<file path="config.mk">
export PLATFORM = sky130hd
export DESIGN_NAME = ifm_window_addr_gen
export DESIGN_NICKNAME = d
export VERILOG_FILES = /design/src/rtl/ifm_addr_pkg.sv /design/src/rtl/ifm_win_counter.sv /design/src/rtl/ifm_window_addr_gen.sv
export SDC_FILE = /design/constraint.sdc
export NUM_CORES = 1
export LEC_CHECK = 0
export BUFFER_PORTS_ARGS = -buffer_cell sky130_fd_sc_hd__buf_2
export CAP_MARGIN = 20
export CORE_ASPECT_RATIO = 1.2
export CORE_MARGIN = 1
export CORE_UTILIZATION = 50
export DETAILED_ROUTE_END_ITERATION = 12
export PLACE_DENSITY = 0.81
export SLEW_MARGIN = 15
export SYNTH_ARGS = -nofsm -noshare
export SYNTH_HDL_FRONTEND = slang
export SYNTH_SLANG_ARGS = --single-unit
</file>
<file path="constraint.sdc">
create_clock -name clk -period 3.3 [get_ports clk]
set_input_delay 0.33 -clock clk [delete_from_list [all_inputs] [get_ports clk]]
set_output_delay 0.33 -clock clk [all_outputs]
set_load 0.005 [all_outputs]
</file>
<file path="src/rtl/ifm_addr_pkg.sv">
// rtl/ifm_addr_pkg.sv - shared state encoding and sizing helpers for the IFM window address generator
package ifm_addr_pkg;

  typedef enum logic [1:0] {
    ST_IDLE,
    ST_LOAD,
    ST_RUN,
    ST_DONE
  } state_t;

  localparam int DEF_SYSTOLIC_SIZE = 16;
  localparam int KMAX              = 3;

  function automatic int addr_w(input int depth);
    return $clog2(depth);
  endfunction

endpackage

</file>
<file path="src/rtl/ifm_win_counter.sv">
// rtl/ifm_win_counter.sv - cascaded kx/ky/c/oy/tile loop counters with per-level wrap flags
module ifm_win_counter
  import ifm_addr_pkg::*;
#(
  parameter int SYSTOLIC_SIZE = DEF_SYSTOLIC_SIZE,
  parameter int CH_W          = 11
) (
  input  logic            clk,
  input  logic            rst_n,
  input  logic            clear,
  input  logic            adv,
  input  logic [1:0]      k_m1,
  input  logic [CH_W-1:0] c_m1,
  input  logic [8:0]      oy_m1,
  input  logic [8:0]      ofm_size,
  output logic            kx_wrap,
  output logic            ky_wrap,
  output logic            c_wrap,
  output logic            oy_wrap,
  output logic            t_wrap
);

  logic [1:0]      kx_q;
  logic [1:0]      ky_q;
  logic [CH_W-1:0] c_q;
  logic [8:0]      oy_q;
  logic [15:0]     tcol_q;
  logic [15:0]     tcol_nx;

  // The tile counter holds the first output column of the tile, so no divide is needed.
  assign tcol_nx = tcol_q + 16'(SYSTOLIC_SIZE);
  assign kx_wrap = (kx_q == k_m1);
  assign ky_wrap = (ky_q == k_m1);
  assign c_wrap  = (c_q == c_m1);
  assign oy_wrap = (oy_q == oy_m1);
  assign t_wrap  = (tcol_nx >= {7'd0, ofm_size});

  always_ff @(posedge clk) begin
    if (!rst_n || clear) begin
      kx_q   <= '0;
      ky_q   <= '0;
      c_q    <= '0;
      oy_q   <= '0;
      tcol_q <= '0;
    end else if (adv) begin
      if (!kx_wrap) begin
        kx_q <= kx_q + 2'd1;
      end else begin
        kx_q <= '0;
        if (!ky_wrap) begin
          ky_q <= ky_q + 2'd1;
        end else begin
          ky_q <= '0;
          if (!c_wrap) begin
            c_q <= c_q + CH_W'(1);
          end else begin
            c_q <= '0;
            if (!oy_wrap) begin
              oy_q <= oy_q + 9'd1;
            end else begin
              oy_q   <= '0;
              tcol_q <= t_wrap ? '0 : tcol_nx;
            end
          end
        end
      end
    end
  end

endmodule

</file>
<file path="src/rtl/ifm_window_addr_gen.sv">
// rtl/ifm_window_addr_gen.sv - streams IFM read addresses for every KxKxC window; IFM_ADDR_GEN_PAD_EN adds padded taps
module ifm_window_addr_gen
  import ifm_addr_pkg::*;
#(
  parameter int SYSTOLIC_SIZE = DEF_SYSTOLIC_SIZE,
  parameter int IFM_RAM_SIZE  = 524172,
  parameter int KMAX          = ifm_addr_pkg::KMAX,
  parameter int CH_W          = 11,
  parameter int ADDR_W        = addr_w(IFM_RAM_SIZE)
) (
  input  logic              clk,
  input  logic              rst_n,
  input  logic              start,
  output logic              busy,
  output logic              done,
  output logic [ADDR_W-1:0] ifm_addr,
  output logic              addr_valid,
  input  logic              addr_ready,
  output logic              win_last,
  input  logic [ADDR_W-1:0] base_addr,
  input  logic [8:0]        ifm_size,
  input  logic [17:0]       channel_size,
  input  logic [CH_W-1:0]   ifm_channel,
  input  logic [8:0]        ofm_size,
  input  logic [1:0]        kernel_size,
  input  logic              stride2
`ifdef IFM_ADDR_GEN_PAD_EN
  ,
  input  logic              pad_en,
  output logic              addr_pad
`endif
);

  state_t            state_q, state_d;
  logic [ADDR_W-1:0] base_q;
  logic [8:0]        ifm_q, ofm_q;
  logic [17:0]       cs_q;
  logic [CH_W-1:0]   ch_q;
  logic [1:0]        k_q, k_eff;
  logic              s2_q;
  logic [ADDR_W-1:0] tile_ptr_q, row_ptr_q, ch_ptr_q, line_ptr_q, addr_q;
  logic [ADDR_W-1:0] ifm_step, ch_step, row_step, tile_step, org;
  logic [ADDR_W-1:0] line_nx, ch_nx, row_nx, tile_nx;
  logic              kx_wrap, ky_wrap, c_wrap, oy_wrap, t_wrap;
  logic              adv, last_win, empty_layer;

  assign k_eff       = (kernel_size > 2'(KMAX)) ? 2'(KMAX) : kernel_size;
  assign ifm_step    = ADDR_W'(ifm_q);
  assign ch_step     = ADDR_W'(cs_q);
  assign row_step    = s2_q ? ADDR_W'({ifm_q, 1'b0}) : ifm_step;
  assign tile_step   = ADDR_W'(s2_q ? 2 * SYSTOLIC_SIZE : SYSTOLIC_SIZE);
  assign line_nx     = line_ptr_q + ifm_step;
  assign ch_nx       = ch_ptr_q + ch_step;
  assign row_nx      = row_ptr_q + row_step;
  assign tile_nx     = tile_ptr_q + tile_step;
  assign adv         = addr_valid && addr_ready;
  assign win_last    = addr_valid && kx_wrap && ky_wrap && c_wrap;
  assign last_win    = win_last && oy_wrap && t_wrap;
  assign empty_layer = (ofm_q == 9'd0) || (ch_q == '0) || (k_q == 2'd0);

  ifm_win_counter #(
    .SYSTOLIC_SIZE(SYSTOLIC_SIZE),
    .CH_W         (CH_W)
  ) u_cnt (
    .clk     (clk),
    .rst_n   (rst_n),
    .clear   (state_q == ST_LOAD),
    .adv     (adv),
    .k_m1    (k_q - 2'd1),
    .c_m1    (ch_q - CH_W'(1)),
    .oy_m1   (ofm_q - 9'd1),
    .ofm_size(ofm_q),
    .kx_wrap (kx_wrap),
    .ky_wrap (ky_wrap),
    .c_wrap  (c_wrap),
    .oy_wrap (oy_wrap),
    .t_wrap  (t_wrap)
  );

`ifdef IFM_ADDR_GEN_PAD_EN
  // Signed tap coordinates track the padded window so out-of-image taps can be flagged.
  logic                pad_en_q, tap_pad;
  logic signed [12:0]  prow_win_q, prow_q, pcol_tile_q, pcol_q;
  logic signed [12:0]  pad_sh, ifm_s, prow_step, ptile_step;

  assign pad_sh     = pad_en_q ? 13'sd1 : 13'sd0;
  assign ifm_s      = $signed({4'd0, ifm_q});
  assign prow_step  = s2_q ? 13'sd2 : 13'sd1;
  assign ptile_step = $signed(13'(s2_q ? 2 * SYSTOLIC_SIZE : SYSTOLIC_SIZE));
  assign tap_pad    = pad_en_q && (prow_q < 13'sd0 || prow_q >= ifm_s ||
                                   pcol_q < 13'sd0 || pcol_q >= ifm_s);
  assign org        = base_q - (pad_en_q ? ifm_step + ADDR_W'(1) : '0);
  assign ifm_addr   = tap_pad ? base_q : addr_q;
  assign addr_pad   = addr_valid && tap_pad;
`else
  assign org      = base_q;
  assign ifm_addr = addr_q;
`endif

  always_ff @(posedge clk) begin
    if (!rst_n) state_q <= ST_IDLE;
    else        state_q <= state_d;
  end

  always_comb begin
    state_d    = state_q;
    busy       = 1'b1;
    done       = 1'b0;
    addr_valid = 1'b0;
    case (state_q)
      ST_IDLE: begin
        busy = 1'b0;
        if (start) state_d = ST_LOAD;
      end
      ST_LOAD: state_d = empty_layer ? ST_DONE : ST_RUN;
      ST_RUN: begin
        addr_valid = 1'b1;
        if (adv && last_win) state_d = ST_DONE;
      end
      ST_DONE: begin
        done    = 1'b1;
        state_d = ST_IDLE;
      end
      default: state_d = ST_IDLE;
    endcase
  end

  // Each loop level owns a pointer; a wrap reloads every inner pointer from the next one out.
  always_ff @(posedge clk) begin
    if (!rst_n) begin
      base_q     <= '0;
      ifm_q      <= '0;
      ofm_q      <= '0;
      cs_q       <= '0;
      ch_q       <= '0;
      k_q        <= '0;
      s2_q       <= 1'b0;
      tile_ptr_q <= '0;
      row_ptr_q  <= '0;
      ch_ptr_q   <= '0;
      line_ptr_q <= '0;
      addr_q     <= '0;
`ifdef IFM_ADDR_GEN_PAD_EN
      pad_en_q    <= 1'b0;
      prow_win_q  <= '0;
      prow_q      <= '0;
      pcol_tile_q <= '0;
      pcol_q      <= '0;
`endif
    end else begin
      if (state_q == ST_IDLE && start) begin
        base_q <= base_addr;
        ifm_q  <= ifm_size;
        ofm_q  <= ofm_size;
        cs_q   <= channel_size;
        ch_q   <= ifm_channel;
        k_q    <= k_eff;
        s2_q   <= stride2;
`ifdef IFM_ADDR_GEN_PAD_EN
        pad_en_q <= pad_en;
`endif
      end
      if (state_q == ST_LOAD) begin
        tile_ptr_q <= org;
        row_ptr_q  <= org;
        ch_ptr_q   <= org;
        line_ptr_q <= org;
        addr_q     <= org;
`ifdef IFM_ADDR_GEN_PAD_EN
        prow_win_q  <= -pad_sh;
        prow_q      <= -pad_sh;
        pcol_tile_q <= -pad_sh;
        pcol_q      <= -pad_sh;
`endif
      end else if (adv) begin
        if (!kx_wrap) begin
          addr_q <= addr_q + ADDR_W'(1);
        end else if (!ky_wrap) begin
          line_ptr_q <= line_nx;
          addr_q     <= line_nx;
        end else if (!c_wrap) begin
          ch_ptr_q   <= ch_nx;
          line_ptr_q <= ch_nx;
          addr_q     <= ch_nx;
        end else if (!oy_wrap) begin
          row_ptr_q  <= row_nx;
          ch_ptr_q   <= row_nx;
          line_ptr_q <= row_nx;
          addr_q     <= row_nx;
        end else begin
          tile_ptr_q <= tile_nx;
          row_ptr_q  <= tile_nx;
          ch_ptr_q   <= tile_nx;
          line_ptr_q <= tile_nx;
          addr_q     <= tile_nx;
        end
`ifdef IFM_ADDR_GEN_PAD_EN
        if (!kx_wrap) begin
          pcol_q <= pcol_q + 13'sd1;
        end else begin
          pcol_q <= pcol_tile_q;
          if (!ky_wrap) begin
            prow_q <= prow_q + 13'sd1;
          end else if (!c_wrap) begin
            prow_q <= prow_win_q;
          end else if (!oy_wrap) begin
            prow_win_q <= prow_win_q + prow_step;
            prow_q     <= prow_win_q + prow_step;
          end else begin
            prow_win_q  <= -pad_sh;
            prow_q      <= -pad_sh;
            pcol_tile_q <= pcol_tile_q + ptile_step;
            pcol_q      <= pcol_tile_q + ptile_step;
          end
        end
`endif
      end
    end
  end

endmodule

</file>
### Yosys cells after proc, flatten, opt, wreduce, memory -nomap -nowiden

Cells that the tools add are included.

| operators by class | value |
|---|---|
| $add $sub $neg | 13 |
| $mul | 0 |
| divide/modulo/power cells | 0 |
| order comparisons | 2 |
| eq/ne operators | 9 |
| shift-type cells | 0 |
| muxes and demuxes | 39 |
| bitwise gates (word level) | 0 |
| reductions and logical operators | 30 |

Operators with widths:

| kind | count |
|---|---|
| $mux 19 | 24 |
| $add 19x1->19 const B | 1 |
| $add 19x10->19 | 1 |
| $add 19x18->19 | 1 |
| $add 19x6->19 | 1 |
| $add 19x9->19 | 1 |
| $add 16x5->16 const B | 1 |
| $ge 16x9->1 | 1 |
| $mux 16 | 1 |
| $add 11x1->11 const B | 1 |
| $eq 11x11->1 | 1 |
| $logic_not 11->1 | 1 |
| $mux 11 | 1 |
| $sub 11x1->11 const B | 1 |
| $mux 10 | 1 |
| $mux 2 | 5 |
| $reduce_and 5->1 | 2 |
| $reduce_bool 2->1 | 5 |
| $add 9x1->9 const B | 1 |
| $eq 9x9->1 | 1 |
| $logic_not 9->1 | 1 |
| $mux 9 | 1 |
| $sub 9x1->9 const B | 1 |
| $logic_and 1x1->1 | 8 |
| 16 further kinds | 30 |

| word-level totals | value |
|---|---|
| register bits after elaboration | 206 |
| latch bits | 0 |
| bits in writable memories | 0 |
| ROM bits | 0 |
| bits of input ports | 73 |
| output and inout bits | 23 |
| logic and storage cells | 111 |
| memories | 0 |

### Logic depth before layout (Yosys ltp)

Gate-level depths: netlist of the first run.

| depth | value |
|---|---|
| depth in word-level cells | 10 |
| depth in mapped cells | 14 |
| depth with buffers taken out | 13 |

### Hierarchy

From an unflattened synthesis of the first run, not the netlist that was laid out.

| unflattened totals | value |
|---|---|
| cell total of the unflattened synthesis | 1600 |
| area total of the unflattened synthesis | 12314.3 um^2 |

Modules (own cells, without submodules):

| module | instances | cells each | area an instance (um^2) | sequential area each (um^2) |
|---|---|---|---|---|
| ifm_window_addr_gen | 1 | 1341 | 10171.0 | 3323.2 |
| ifm_win_counter | 1 | 259 | 2143.3 | 720.7 |

### Least setup slack after synthesis of the first run

Ideal clock, no wire load.

| path | value |
|---|---|
| kind | reg-to-reg |
| from | reg ch_q[0] |
| to | reg tile_ptr_q[12] |
| library setup time | 134 ps |
| arrival | 3148 ps |
| data required time | 3166 ps |
| slack | 17 ps |
| cell stages (with the launch flop) | 15 |
| buffers on the path | 3 |
| clock period less this slack | 3283 ps |
| cell sequence | dfxtp_1 > inv_1 > ha_1 > buf_4 > or3b_1 > or4_1 > a21boi_1 > o21ai_1 > a221o_1 > or4_1 > buf_2 > buf_6 > nor2_4 > xnor2_1 > a21oi_1 |

| between the ends | value |
|---|---|
| cells in the longest elaborated chain, start to end | 4 |

Ends and longest elaborated chain:

| element | line | source |
|---|---|---|
| start: declaration | ifm_window_addr_gen.sv:38 | `logic [CH_W-1:0] ch_q;` |
| start signal: assignment | ifm_window_addr_gen.sv:156 | `ch_q <= ifm_channel;` |
| $sub 11x1->11 | ifm_window_addr_gen.sv:70 | `.c_m1 (ch_q - CH_W'(1)),` |
| $eq 11x11->1 | ifm_win_counter.sv:34 | `assign c_wrap = (c_q == c_m1);` |
| $reduce_bool 2->1 (no line) | n/a |  |
| $reduce_and 5->1 (no line) | n/a |  |
| end signal: assignment | ifm_window_addr_gen.sv:164 | `tile_ptr_q <= org;` |
| end signal: assignment | ifm_window_addr_gen.sv:191 | `tile_ptr_q <= tile_nx;` |
| end: declaration | ifm_window_addr_gen.sv:41 | `logic [ADDR_W-1:0] tile_ptr_q, row_ptr_q, ch_ptr_q, line_ptr_q, addr_q;` |

No other way between the ends.
A chain may end at the register's enable or synchronous reset.

### Worst setup path after layout of the first run

| path | value |
|---|---|
| from | reg ch_q[0] |
| to | out win_last |

| between the ends | value |
|---|---|
| cells in the longest elaborated chain, start to end | 3 |

Ends and longest elaborated chain:

| element | line | source |
|---|---|---|
| $sub 11x1->11 | ifm_window_addr_gen.sv:70 |  |
| $eq 11x11->1 | ifm_win_counter.sv:34 |  |
| $logic_and 1x1->1 | ifm_window_addr_gen.sv:57 | `assign win_last = addr_valid && kx_wrap && ky_wrap && c_wrap;` |
| end: declaration | ifm_window_addr_gen.sv:19 | `output logic win_last,` |

No other way between the ends.

==> PnR_summary.wiki, run 1 <==
{| class="wikitable"
! Metric !! Value
|-
| Worst setup skew after layout || 0.02887 ns
|-
| Synthesized Nets || about 1800
|-
| Maximum number of pins on one net before global-route repair || 56
|-
| Reg-to-reg critical path endpoint || tile_ptr_q[17]
|-
| Setup repair after global routing missed its margin || yes
|-
| Number of vias after detailed routing || about 13000
|-
| Clock-pin slew reported for the worst setup and hold paths after clock tree synthesis || 0.07 ns
|-
| Worst Hold End || ch_q[7]
|-
| Mean instance size in the synthesized netlist || slightly below 8 sq um
|-
| Horizontal extent of the die || 147.2 um
|-
| Wire length of the first global-routing pass || between 60000 and 70000 um
|-
| Most common cell after layout, fill and taps aside || nand2_1
|-
| Slowest cell on crit path || or4_4
|-
| Routed wire length || 42080 um
|-
| Number of synthesized flops with an enable pin || 0
|-
| Number of instances in the synthesized netlist || 1621
|-
| Final global-route overflow total || 0
|-
| Fin crit share || 102.7%
|-
| Critical path required time || 2.97 ns
|-
| Clk root buf || clkbuf_16
|-
| Number of top-level design ports || 96
|-
| Setup total negative slack || -0.1283 ns
|-
| Critical Path, Cell by Cell || inv_2 > ha_4 > or3b_4 > or4_4 > a21boi_2 > o21ai_2 > a221o_2 > nor3_2 > buf_4 > and3_1 > buf_2
|-
| Clock latency of the later-clocked register in the worst-skew pair || roughly 0.55 ns
|-
| Beginning of the worst hold path || ifm_channel[7]
|-
| Max Buffers Root-to-Sink || 3
|-
| Post-layout util || 61.85%
|-
| Die area || about 0.026 sq mm
|-
| Pwr/cell area || between 600 and 700 mW/mm^2
|-
| Worst VDD drop || approximately 0.00079 V
|-
| Setup Slack @ Placement || -0.1539 ns
|-
| Initial cell density of the core || between 50 and 60%
|-
| Hold bufs inserted after CTS || 0
|-
| Min Tclk post-route || between 3 and 4 ns
|-
| Transition at the pin with the smallest max-transition slack || between 0.9 and 1 ns
|-
| Leak || slightly above 6 nW
|-
| Number of maximum-capacitance violations || 0
|-
| Fin worst setup slack || -0.08781 ns
|-
| Fraction of final layout cells with drive strength greater than 1 || 19.53%
|-
| Floorplan die height || 176.3 um
|-
| Port-buffer cells || between 90 and 100
|-
| Synth Warn # || 0
|-
| Number of clock sinks seen by CTS || between 200 and 250
|-
| Tot GR Track Use || between 30% and 40%
|-
| Number of violations reported at the end of detailed-routing iteration 0 || roughly 1200
|-
| R2R cell count || 13
|-
| Core area || approximately 0.025 sq mm
|-
| Reg2reg setup slack || -0.02 ns
|-
| Worst Setup Path Type || flop to output port
|-
| Fmax || roughly 0.30 GHz
|-
| Hold Crit Class || input pin to flop
|-
| Count of distinct cell types in the synthesized netlist || 70
|-
| Data arrival, critical path || a little over 3 ns
|-
| Detailed Routing Iterations Pass 1 || 6
|-
| Routability congestion estimate from global placement || ~1
|-
| CP delay by family, top || simple AND/OR/NAND/NOR gates
|-
| Via count of the first global-routing pass || approximately 12000
|-
| Commonest cells after routing, fill and taps aside || 262 x nand2_1, 198 x dfxtp_1, 106 x nor2_1
|-
| Total buffers and inverters traversed by the critical path || 3
|-
| Number of routed nets with antenna violations || 0
|-
| Final setup viols || 5
|-
| Run status || complete, but fails checks
|-
| Sequential area share after synthesis || 31.96%
|-
| Crit path largest cell delay || about 0.42 ns
|-
| TritonCTS Buffers || 23
|-
| H-tree level count || 1
|-
| Cell area after synthesis || ~0.013 sq mm
|-
| Post-DP HPWL || around 30000 um
|-
| TritonCTS clock tree || done
|-
| Initial antenna violation count || 1
|-
| R2R Path Start || ch_q[0]
|-
| Total number of nets in the final design || 1898
|-
| Worst hold stages || 3
|-
| Wire length per cell || 20.01 um
|-
| Area growth, synth to finish || 20.98%
|-
| Post-route DRC violation count || 0
|-
| Worst max-slew margin expressed relative to the limit || a little under two fifths
|-
| Critical-path maximum fanout || 2
|-
| Number of placement rows || 63
|-
| Primary FF master, synth || dfxtp_1
|-
| Vias/cell || between 6 and 7
|-
| Post-synthesis sequential element count || a little over 200
|-
| Endpoint kind of the worst setup timing path || output port
|-
| Element type at the critical path start || flop
|-
| Violated checks || setup timing
|-
| Final Hold Vio Count || 0
|-
| Ys async rst share || 0%
|-
| Pins Over Slew Limit || 0
|}
-- stage by stage --
step	instance area (sq um)	instances	hold slack [ns]	total power, mW
after global routing	15310	2102	0.03763	10.98
after global placement	13940	2046	0.4576	7.291
final	15310	2103	0.03455	10.44
after floorplan	12650	1621	0.4403	5.977
after CTS	14800	2092	0.03276	10.05
after detailed placement	13940	2046	0.4674	7.409
-- sequential cells by signal, indices dropped and copies added, names as in the netlist, 11 cells and up --
register      flops
ch_q             11
line_ptr_q       19
cs_q             18
u_cnt.tcol_q     12
row_ptr_q        19
base_q           19
ch_ptr_q         19
ifm_addr         19
tile_ptr_q       19
u_cnt.c_q        11
-- cells in the mapped netlist (4+ instances only) --
library cell | number | area share (%)
nand2_1 | 267 | 7.9
dfxtp_1 | 202 | 32
o21ai_0 | 113 | 4.5
nor2_1 | 112 | 3.3
a21oi_1 | 107 | 4.2
a21boi_0 | 78 | 4.6
xnor2_1 | 70 | 4.8
clkbuf_1 | 69 | 2.0
ha_1 | 59 | 5.8
nand3_1 | 53 | 2.1
xor2_1 | 49 | 3.4
nor3_1 | 40 | 1.6
inv_1 | 37 | 1.1
mux2i_1 | 33 | 2.6
and3_1 | 29 | 1.4
a31oi_1 | 27 | 1.3
a211oi_1 | 22 | 1.3
nand4_1 | 19 | 0.94
mux2_2 | 18 | 1.6
a21o_1 | 15 | 0.89
and2_1 | 15 | 0.74
o211ai_1 | 15 | 0.89
nor2b_1 | 10 | 0.49
o21bai_1 | 10 | 0.59
o21a_1 | 9 | 0.53
or3_1 | 9 | 0.44
buf_1 | 8 | 0.24
a211o_1 | 7 | 0.48
and4_1 | 7 | 0.48
nor3b_1 | 7 | 0.42
nor4_1 | 6 | 0.30
o221ai_1 | 6 | 0.42
o31ai_1 | 6 | 0.36
or4_1 | 6 | 0.36
a221oi_1 | 5 | 0.35
buf_2 | 5 | 0.20
nand2b_1 | 5 | 0.25
a22oi_1 | 4 | 0.24
a32o_1 | 4 | 0.32
fa_1 | 4 | 0.63
or2_2 | 4 | 0.20
-- per-layer routing --
metal | share of wire [%] | track usage (%)
met1 | 38 | 37.10
met2 | 47 | 53.20
met3 | 8.2 | 4.341
met4 | 6.4 | 19.54
met5 | 0 | 0
-- area by class of cell --
cell class	count	area, sq um
fill	2080	9443
inverter	37	138.9
antenna	1	2.502
tap	325	406.6
sequential	202	4051
multi-input combinational	1297	8559
clock inverter	9	112.6
timing repair buffer	201	1411
clock buffer	31	625.6
-- power breakdown --
group	switching [mW]	total, mW	leakage, nW	internal, mW
clock network	1.09	2.58	0.363	1.49
registers	0.623	3.56	1.65	2.94
logic	2.53	4.29	4.17	1.76
total	4.24	10.4	6.18	6.19
-- worst min-delay path: stages --
cell,delay (ns)
buf_2,0.10
nand2_1,0.05
a21boi_0,0.06
-- worst max path at each step --
stage / startpoint / end / slack (ns) / cells past startpoint
after global routing: ch_q[0] / win_last / -0.14 / 11
after global placement: s2_q / line_ptr_q[18] / -0.03 / 13
after floorplan: ch_q[0] / tile_ptr_q[12] / 0.02 / 14
after CTS: ch_q[0] / win_last / -0.05 / 11
final: ch_q[0] / win_last / -0.09 / 11
after detailed placement: s2_q / line_ptr_q[18] / -0.15 / 13
-- cells by family after synthesis --
kind of cell,Yosys count,share of synthesized area [%]
buf+inv,122,3.817
compound gates,460,23.27
simple gates,604,22.04
fa+ha+maj,63,6.467
flops,202,31.96
xor+xnor,119,8.237
mux,51,4.212
-- timing repair --
item	CTS	global route
pin swaps	6	25
gates resized for setup	21	91
endpoints found under the hold margin	0	0
cloned	1	2
endpoints found under the setup margin	35	100
buffers inserted	5	8
Note: power is estimated with default switching activity, not from simulation.
==> run 2, diff against run 1 <==
Settings changed: CORE_UTILIZATION 50 to 45, GPL_TIMING_DRIVEN from default to 0, PLACE_DENSITY 0.81 to 0.75.
==> PnR_summary.wiki, run 2 (synthesis results as in run 1) <==
{| class="wikitable"
! Metric !! Value
|-
| Worst VDD drop || 0.0004762 V (-40%)
|-
| Final setup viols || 44 (+39)
|-
| Routability congestion estimate from global placement || 1.016 (+1.9%)
|-
| Core area || 0.02733 sq mm (+10%)
|-
| TritonCTS Buffers || 23 (unchanged)
|-
| Post-DP HPWL || 34910 um (+15%)
|-
| Worst setup skew after layout || 0.02007 ns (-0.008799 ns)
|-
| Die area || 0.02880 sq mm (+11%)
|-
| Number of top-level design ports || 96 (unchanged)
|-
| Leak || 6.250 nW (+1.1%)
|-
| Run status || complete, but fails checks
|-
| Number of placement rows || 66 (+4.8%)
|-
| Number of routed nets with antenna violations || 0 (unchanged)
|-
| Port-buffer cells || 95 (unchanged)
|-
| Final Hold Vio Count || 0 (unchanged)
|-
| Number of clock sinks seen by CTS || 202 (unchanged)
|-
| Setup total negative slack || -3.626 ns (-3.497 ns)
|-
| Number of maximum-capacitance violations || 0 (unchanged)
|-
| Hold bufs inserted after CTS || 0 (unchanged)
|-
| Fin crit share || 107.6% (+5.0 points)
|-
| Initial antenna violation count || 2 (+1)
|-
| Total number of nets in the final design || 1933 (+1.8%)
|-
| Fmax || 0.2815 GHz (-4.6%)
|-
| Met1 layer usage reported by global route || 37.26% (+0.16 points)
|-
| Element type at the critical path start || flop
|-
| Final global-route overflow total || 0 (unchanged)
|-
| Critical-path maximum fanout || 10 (+8)
|-
| Clk root buf || clkbuf_16
|-
| H-tree level count || 1 (unchanged)
|-
| Grt peak-use layer || met2
|-
| Routed wire length || 48650 um (+16%)
|-
| Pins Over Slew Limit || 0 (unchanged)
|-
| Min Tclk post-route || 3.552 ns (+0.1644 ns)
|-
| Setup repair after global routing missed its margin || yes
|-
| Initial cell density of the core || 46.29% (-4.8 points)
|-
| Detailed Routing Iterations Pass 1 || 8 (+2)
|-
| Critical path required time || 3.73 ns (+0.76 ns)
|-
| Global-route met3 utilization || 4.820% (+0.48 points)
|-
| Maximum number of pins on one net before global-route repair || 14 (-75%)
|-
| Horizontal extent of the die || 155.1 um (+5.3%)
|-
| Fin worst setup slack || -0.2522 ns (-0.1644 ns)
|-
| Wire length per cell || 22.22 um (+11%)
|-
| Clock-pin slew reported for the worst setup and hold paths after clock tree synthesis || 0.06 ns (about the same)
|-
| Tot GR Track Use || 32.14% (+0.87 points)
|-
| Worst Setup Path Type || flop to flop
|-
| Pwr/cell area || 695.0 mW/mm^2 (+2.0%)
|-
| Violated checks || setup timing
|-
| Max Buffers Root-to-Sink || 3 (unchanged)
|-
| Number of vias after detailed routing || 13660 (+5.0%)
|-
| Data arrival, critical path || 3.99 ns (+0.93 ns)
|-
| Count of placed standard cells in the final layout, fillers left out || 2189 (+4.1%)
|-
| Most common cell after layout, fill and taps aside || nand2_1
|-
| Endpoint kind of the worst setup timing path || flop
|-
| Post-route DRC violation count || 0 (unchanged)
|-
| Fraction of final layout cells with drive strength greater than 1 || 21.13% (+1.6 points)
|-
| Global Route met2 Usage || 54.67% (+1.5 points)
|-
| Wire length of the first global-routing pass || 70890 um (+9.9%)
|-
| Via count of the first global-routing pass || 12750 (+2.4%)
|-
| Placed Cells incl. Taps || 2090 (+2.2%)
|-
| Post-layout util || 58.50% (-3.3 points)
|-
| TritonCTS clock tree || done
|-
| Commonest cells after routing, fill and taps aside || 255 x nand2_1, 197 x dfxtp_1, 100 x nor2_1
|-
| Vias/cell || 6.239 (+0.83%)
|-
| Number of fill cells || 2373 (+14%)
|-
| Transition at the pin with the smallest max-transition slack || 1.117 ns (+0.1937 ns)
|-
| Clock latency of the later-clocked register in the worst-skew pair || 0.54 ns (about the same)
|-
| Hold Crit Class || input pin to flop
|-
| Area growth, synth to finish || 26.37%
|-
| Worst max-slew margin expressed relative to the limit || 24.73% (-13 points)
|-
| Number of violations reported at the end of detailed-routing iteration 0 || 1555 (+33%)
|-
| Floorplan die height || 185.7 um (+5.3%)
|}
[run 2: cell count changes in the layout (fill, tap and decap cells not counted), sizes merged]
cell	before	now
bufinv	2	3
diode	1	2
buf	199	170
clkbuf	33	97
[run 2: path summary, 6_finish.rpt]
kind | start | endpoint | slack [ns] | cells past startpoint
setup / recovery | ch_q[1] | u_cnt.oy_q[3] | -0.25 | 14
hold / removal | ifm_size[3] | ifm_q[3] | 0.04 | 3
setup reg to reg | ch_q[1] | u_cnt.oy_q[3] | -0.25 | 14
hold reg to reg | cs_q[5] | cs_q[5] | 0.47 | 2
[run 2: layer usage]
| layer | wire (um) | vias up |
|---|---|---|
| met5 | 0 | - |
| met4 | 3961 | 0 |
| met3 | 4249 | 271 |
| met2 | 22490 | 782 |
| met1 | 17950 | 6464 |
| li1 | - | 6140 |
[run 2: critical path: stages, from the launching register on]
cell and delay [ns]:
dfxtp_2 0.35, inv_2 0.06, ha_4 0.16, buf_4 0.13, buf_4 0.12, buf_4 0.13
xor2_1 0.15, xnor2_1 0.14, a22oi_1 0.13, nor3_2 0.76, nand3_2 0.43, clkbuf_8 0.31
nor3_1 0.35, xnor2_1 0.17, nor2_1 0.05
[run 2: report_power, final]
group | leakage [nW] | switching (mW) | internal, mW | total [mW]
combinational | 4.22 | 2.92 | 1.87 | 4.78
sequential | 1.65 | 0.681 | 2.94 | 3.62
clock | 0.383 | 1.11 | 1.60 | 2.71
[run 2: area by class of cell]
type	count	area [sq um]	share of cell area, %
Antenna cell	2	5.005	0.03130
Buffer	82	420.4	2.629
Clock buffer	31	635.6	3.975
Clock inverter	10	146.4	0.9155
Inverter	37	141.4	0.8842
Multi-Input combinational cell	1297	9066	56.70
Sequential cell	202	4055	25.36
Tap cell	374	467.9	2.926
Timing Repair Buffer	154	1052	6.581
[run 2: what timing repair did]
item / CTS / global route
gates cloned: 2 / 1
pin swaps: 42 / 47
endpoints found under the setup margin: 129 / 123
setup buffers: 34 / 20
gates resized for setup: 139 / 139
[run 2: through the flow]
stage	setup WS (ns)	power [mW]	hold WS [ns]	instance area [sq um]
after global routing	-0.2245	11.59	0.04981	15990
after detailed placement	-0.9785	7.360	0.4669	13600
after CTS	-0.1721	10.50	0.03126	15220
final	-0.2522	11.11	0.04128	15990
after floorplan	0.01726	5.977	0.4403	12650
after global placement	-0.8946	7.270	0.4595	13600
==> run 3, diff against run 2 <==
Settings changed: CELL_PAD_IN_SITES_DETAIL_PLACEMENT from default to 1, CELL_PAD_IN_SITES_GLOBAL_PLACEMENT from default to 2, CORE_UTILIZATION 45 to 33, PLACE_DENSITY 0.75 to 0.88, SYNTH_HIERARCHICAL from default to 1.
==> PnR_summary.wiki, run 3 <==
{| class="wikitable"
! Metric !! Value
|-
| Run status || complete, but fails checks
|-
| Violated checks || setup timing
|-
| TritonCTS clock tree || done
|-
| Element type at the critical path start || flop
|-
| Endpoint kind of the worst setup timing path || flop
|-
| Pins Over Slew Limit || 0 (unchanged)
|-
| Initial antenna violation count || 0 (-2)
|-
| Fin worst setup slack || -0.5874 ns (-0.3352 ns)
|-
| Floorplan die height || 213.6 um (+15%)
|-
| Primary FF master, synth || dfxtp_1
|-
| Vias/cell || 5.683 (-8.9%)
|-
| Worst max-slew margin expressed relative to the limit || 16.61% (-8.1 points)
|-
| Core area || 0.03680 sq mm (+35%)
|-
| Number of vias after detailed routing || 13010 (-4.7%)
|-
| Detailed Routing Iterations Pass 1 || 7 (-1)
|-
| Cell area after synthesis || 0.01231 sq mm (-2.7%)
|-
| Tot GR Track Use || 27.52% (-4.6 points)
|-
| Worst VDD drop || 0.0003891 V (-18%)
|-
| Number of clock sinks seen by CTS || 202 (unchanged)
|-
| Number of synthesized flops with an enable pin || 0 (unchanged)
|-
| Count of distinct cell types in the synthesized netlist || 80 (+14%)
|-
| Number of violations reported at the end of detailed-routing iteration 0 || 666 (-57%)
|-
| Clk root buf || clkbuf_16
|-
| Max Buffers Root-to-Sink || 3 (unchanged)
|-
| Hold Crit Class || input pin to flop
|-
| Design area || 0.01623 sq mm (+1.5%)
|-
| Beginning of the worst hold path || ifm_size[2]
|-
| Clock latency of the later-clocked register in the worst-skew pair || 0.55 ns (about the same)
|-
| Total number of nets in the final design || 1932 (-0.052%)
|-
| Post-route DRC violation count || 0 (unchanged)
|-
| Area growth, synth to finish || 31.83%
|-
| Data arrival, critical path || 4.34 ns (+0.35 ns)
|-
| Critical path required time || 3.75 ns (+0.02 ns)
|-
| Final setup viols || 96 (+120%)
|-
| Die area || 0.03810 sq mm (+32%)
|-
| Clock-pin slew reported for the worst setup and hold paths after clock tree synthesis || 0.07 ns (about the same)
|-
| Count of placed standard cells in the final layout, fillers left out || 2289 (+4.6%)
|-
| Critical-path maximum fanout || 8 (-2)
|-
| H-tree level count || 1 (unchanged)
|-
| Worst Setup Path Type || flop to flop
|-
| Final Hold Vio Count || 0 (unchanged)
|-
| Number of routed nets with antenna violations || 0 (unchanged)
|-
| Post-DP HPWL || 40120 um (+15%)
|-
| Antenna Diode Count || 0 (-2)
|-
| Maximum number of pins on one net before global-route repair || 13 (-1)
|-
| Fin crit share || 117.8% (+10 points)
|-
| Routability congestion estimate from global placement || 0.9781 (-3.7%)
|-
| Routed wire length || 53690 um (+10%)
|-
| Wire length per cell || 23.45 um (+5.5%)
|-
| Worst-case hold slack || 0.01564 ns (-0.02564 ns)
|-
| Most common cell after layout, fill and taps aside || nand2_1
|-
| Transition at the pin with the smallest max-transition slack || 1.238 ns (+0.1205 ns)
|-
| Synth Warn # || 6 (+6)
|-
| Via count of the first global-routing pass || 13230 (+3.8%)
|-
| Leak || 6.276 nW (+0.41%)
|-
| Setup total negative slack || -38.58 ns (-34.96 ns)
|-
| Placed Cells incl. Taps || 2169 (+3.8%)
|-
| Initial cell density of the core || 33.46% (-13 points)
|-
| Library cell occupying the most area in the post-synthesis netlist || dfxtp_1
|-
| Number of top-level design ports || 96 (unchanged)
|-
| Mean instance size in the synthesized netlist || 7.696 sq um (-1.4%)
|-
| Port-buffer cells || 95 (unchanged)
|-
| Number of maximum-capacitance violations || 0 (unchanged)
|-
| Number of instances in the synthesized netlist || 1600 (-1.3%)
|-
| TritonCTS Buffers || 25 (+8.7%)
|-
| Horizontal extent of the die || 178.3 um (+15%)
|-
| Pwr/cell area || 710.2 mW/mm^2 (+2.2%)
|-
| Commonest cells after routing, fill and taps aside || 239 x nand2_1, 198 x dfxtp_1, 147 x a21oi_1
|-
| Ys async rst share || 0% (unchanged)
|-
| Top area cells in the synthesized netlist || dfxtp_1 33%, nand2_1 7.7%, a21oi_1 6.6%
|-
| Min Tclk post-route || 3.887 ns (+0.3352 ns)
|-
| Synthesized Nets || 1734 (-1.3%)
|-
| Post-placement cell area || 0.01345 sq mm (-1.1%)
|-
| Post-synthesis sequential element count || 202 (unchanged)
|-
| Fraction of post-synthesis cell area in the top cell type by area || 32.84% (+0.88 points)
|-
| Setup repair after global routing missed its margin || yes
|-
| Commonest cells in the synthesized netlist || 253 x nand2_1, 202 x dfxtp_1, 163 x a21oi_1
|-
| Wire length of the first global-routing pass || 78700 um (+11%)
|-
| Worst setup skew after layout || 0.02479 ns (+0.004722 ns)
|-
| Fmax || 0.2572 GHz (-8.6%)
|-
| Sequential area share after synthesis || 32.84% (+0.88 points)
|-
| Fraction of final layout cells with drive strength greater than 1 || 22.92% (+1.8 points)
|-
| Worst setup path startpoint || ch_q[4]
|-
| Final global-route overflow total || 0 (unchanged)
|-
| Reg2reg setup slack || -0.59 ns (-0.34 ns)
|-
| Cell with the most instances after synthesis || nand2_1
|-
| R2R Path Start || ch_q[4]
|-
| Number of placement rows || 77 (+17%)
|}
[run 3: cell count changes after synthesis, sizes merged, moves of 16 or more]
cell    previous run  this run
nor2             117       154
xnor2             70        52
inv               37        53
mux2i             33         8
o21ai            116        69
a21oi            107       163
a21boi            79         6
[run 3: worst max-delay path, stage by stage, from the launching register on]
cell and delay (ns):
dfxtp_2 0.32, or3_4 0.39, or3b_4 0.41, buf_6 0.14
nor3_4 0.27, xnor2_2 0.15, xnor2_1 0.16, nand2_1 0.12
nor4_4 0.22, clkbuf_8 0.25, clkinvlp_4 0.20, buf_12 0.19
buf_12 0.15, nand2_4 0.08, a21oi_4 0.04, a31oi_4 0.23
a32oi_2 0.18, a2111oi_2 0.27
[run 3: worst paths after layout]
kind	cells past startpoint	to
hold / removal	3	ifm_q[2]
setup / recovery	17	ifm_addr[9]
setup reg to reg	17	ifm_addr[9]
hold reg to reg	2	u_cnt/tcol_q[15]
[run 3: cells by family (layout without fill, tap and decap cells)]
group                    count (synthesis)  after routing  share of synthesized area, %
AO/OA/AOI/OAI                          440            440                         22.93
flip-flops                             202            202                         32.84
buffers and inverters                  132            347                         4.135
XOR/XNOR                               110            110                         7.824
multiplexers                            18             18                         1.565
AND/OR/NAND/NOR                        637            637                         24.26
adder cells (fa/ha/maj)                 61             61                         6.442
[run 3: area by class of cell]
type | instances | area, sq um
clock inverter | 12 | 173.9
fill | 4459 | 20570
clock buffer | 32 | 681.9
multi-input combinational | 1266 | 8836
sequential | 202 | 4051
timing repair buffer | 172 | 1269
tap | 474 | 593.1
inverter | 55 | 216.5
buffer | 76 | 412.9
[run 3: repair_timing]
item,4_1_cts,5_1_grt
hold buffers,2,0
hold endpoints to repair,2,0
pin swaps,88,64
gates cloned,0,1
gates resized for setup,186,123
setup buffers,44,35
endpoints found under the setup margin,112,128
[run 3: report_power, final]
part	leakage, nW	internal (mW)	switching [mW]	total, mW
Sequential	1.65	2.90	0.540	3.44
Clock	0.408	1.77	1.18	2.95
Combinational	4.22	1.83	3.30	5.13
[run 3: per-stage QoR]
stage | power (mW) | util (%) | worst slack (ns)
3_3_place_gp | 7.620 | 36.53 | -1.317
5_1_grt | 12.08 | 44.11 | -0.7552
3_5_place_dp | 7.733 | 36.53 | -1.433
4_1_cts | 11.14 | 42.10 | -0.5944
2_1_floorplan | 6.095 | - | 0.02635
6_report | 11.53 | 44.11 | -0.5874
[run 3: layer usage]
| layer | track usage (%) | routed length (um) | vias to the layer above |
|---|---|---|---|
| li1 | - | - | 6125 |
| met1 | 31.96 | 21470 | 6391 |
| met2 | 49.12 | 26660 | 358 |
| met3 | 3.067 | 2226 | 135 |
| met4 | 14.93 | 3330 | 0 |
| met5 | 0 | 0 | - |
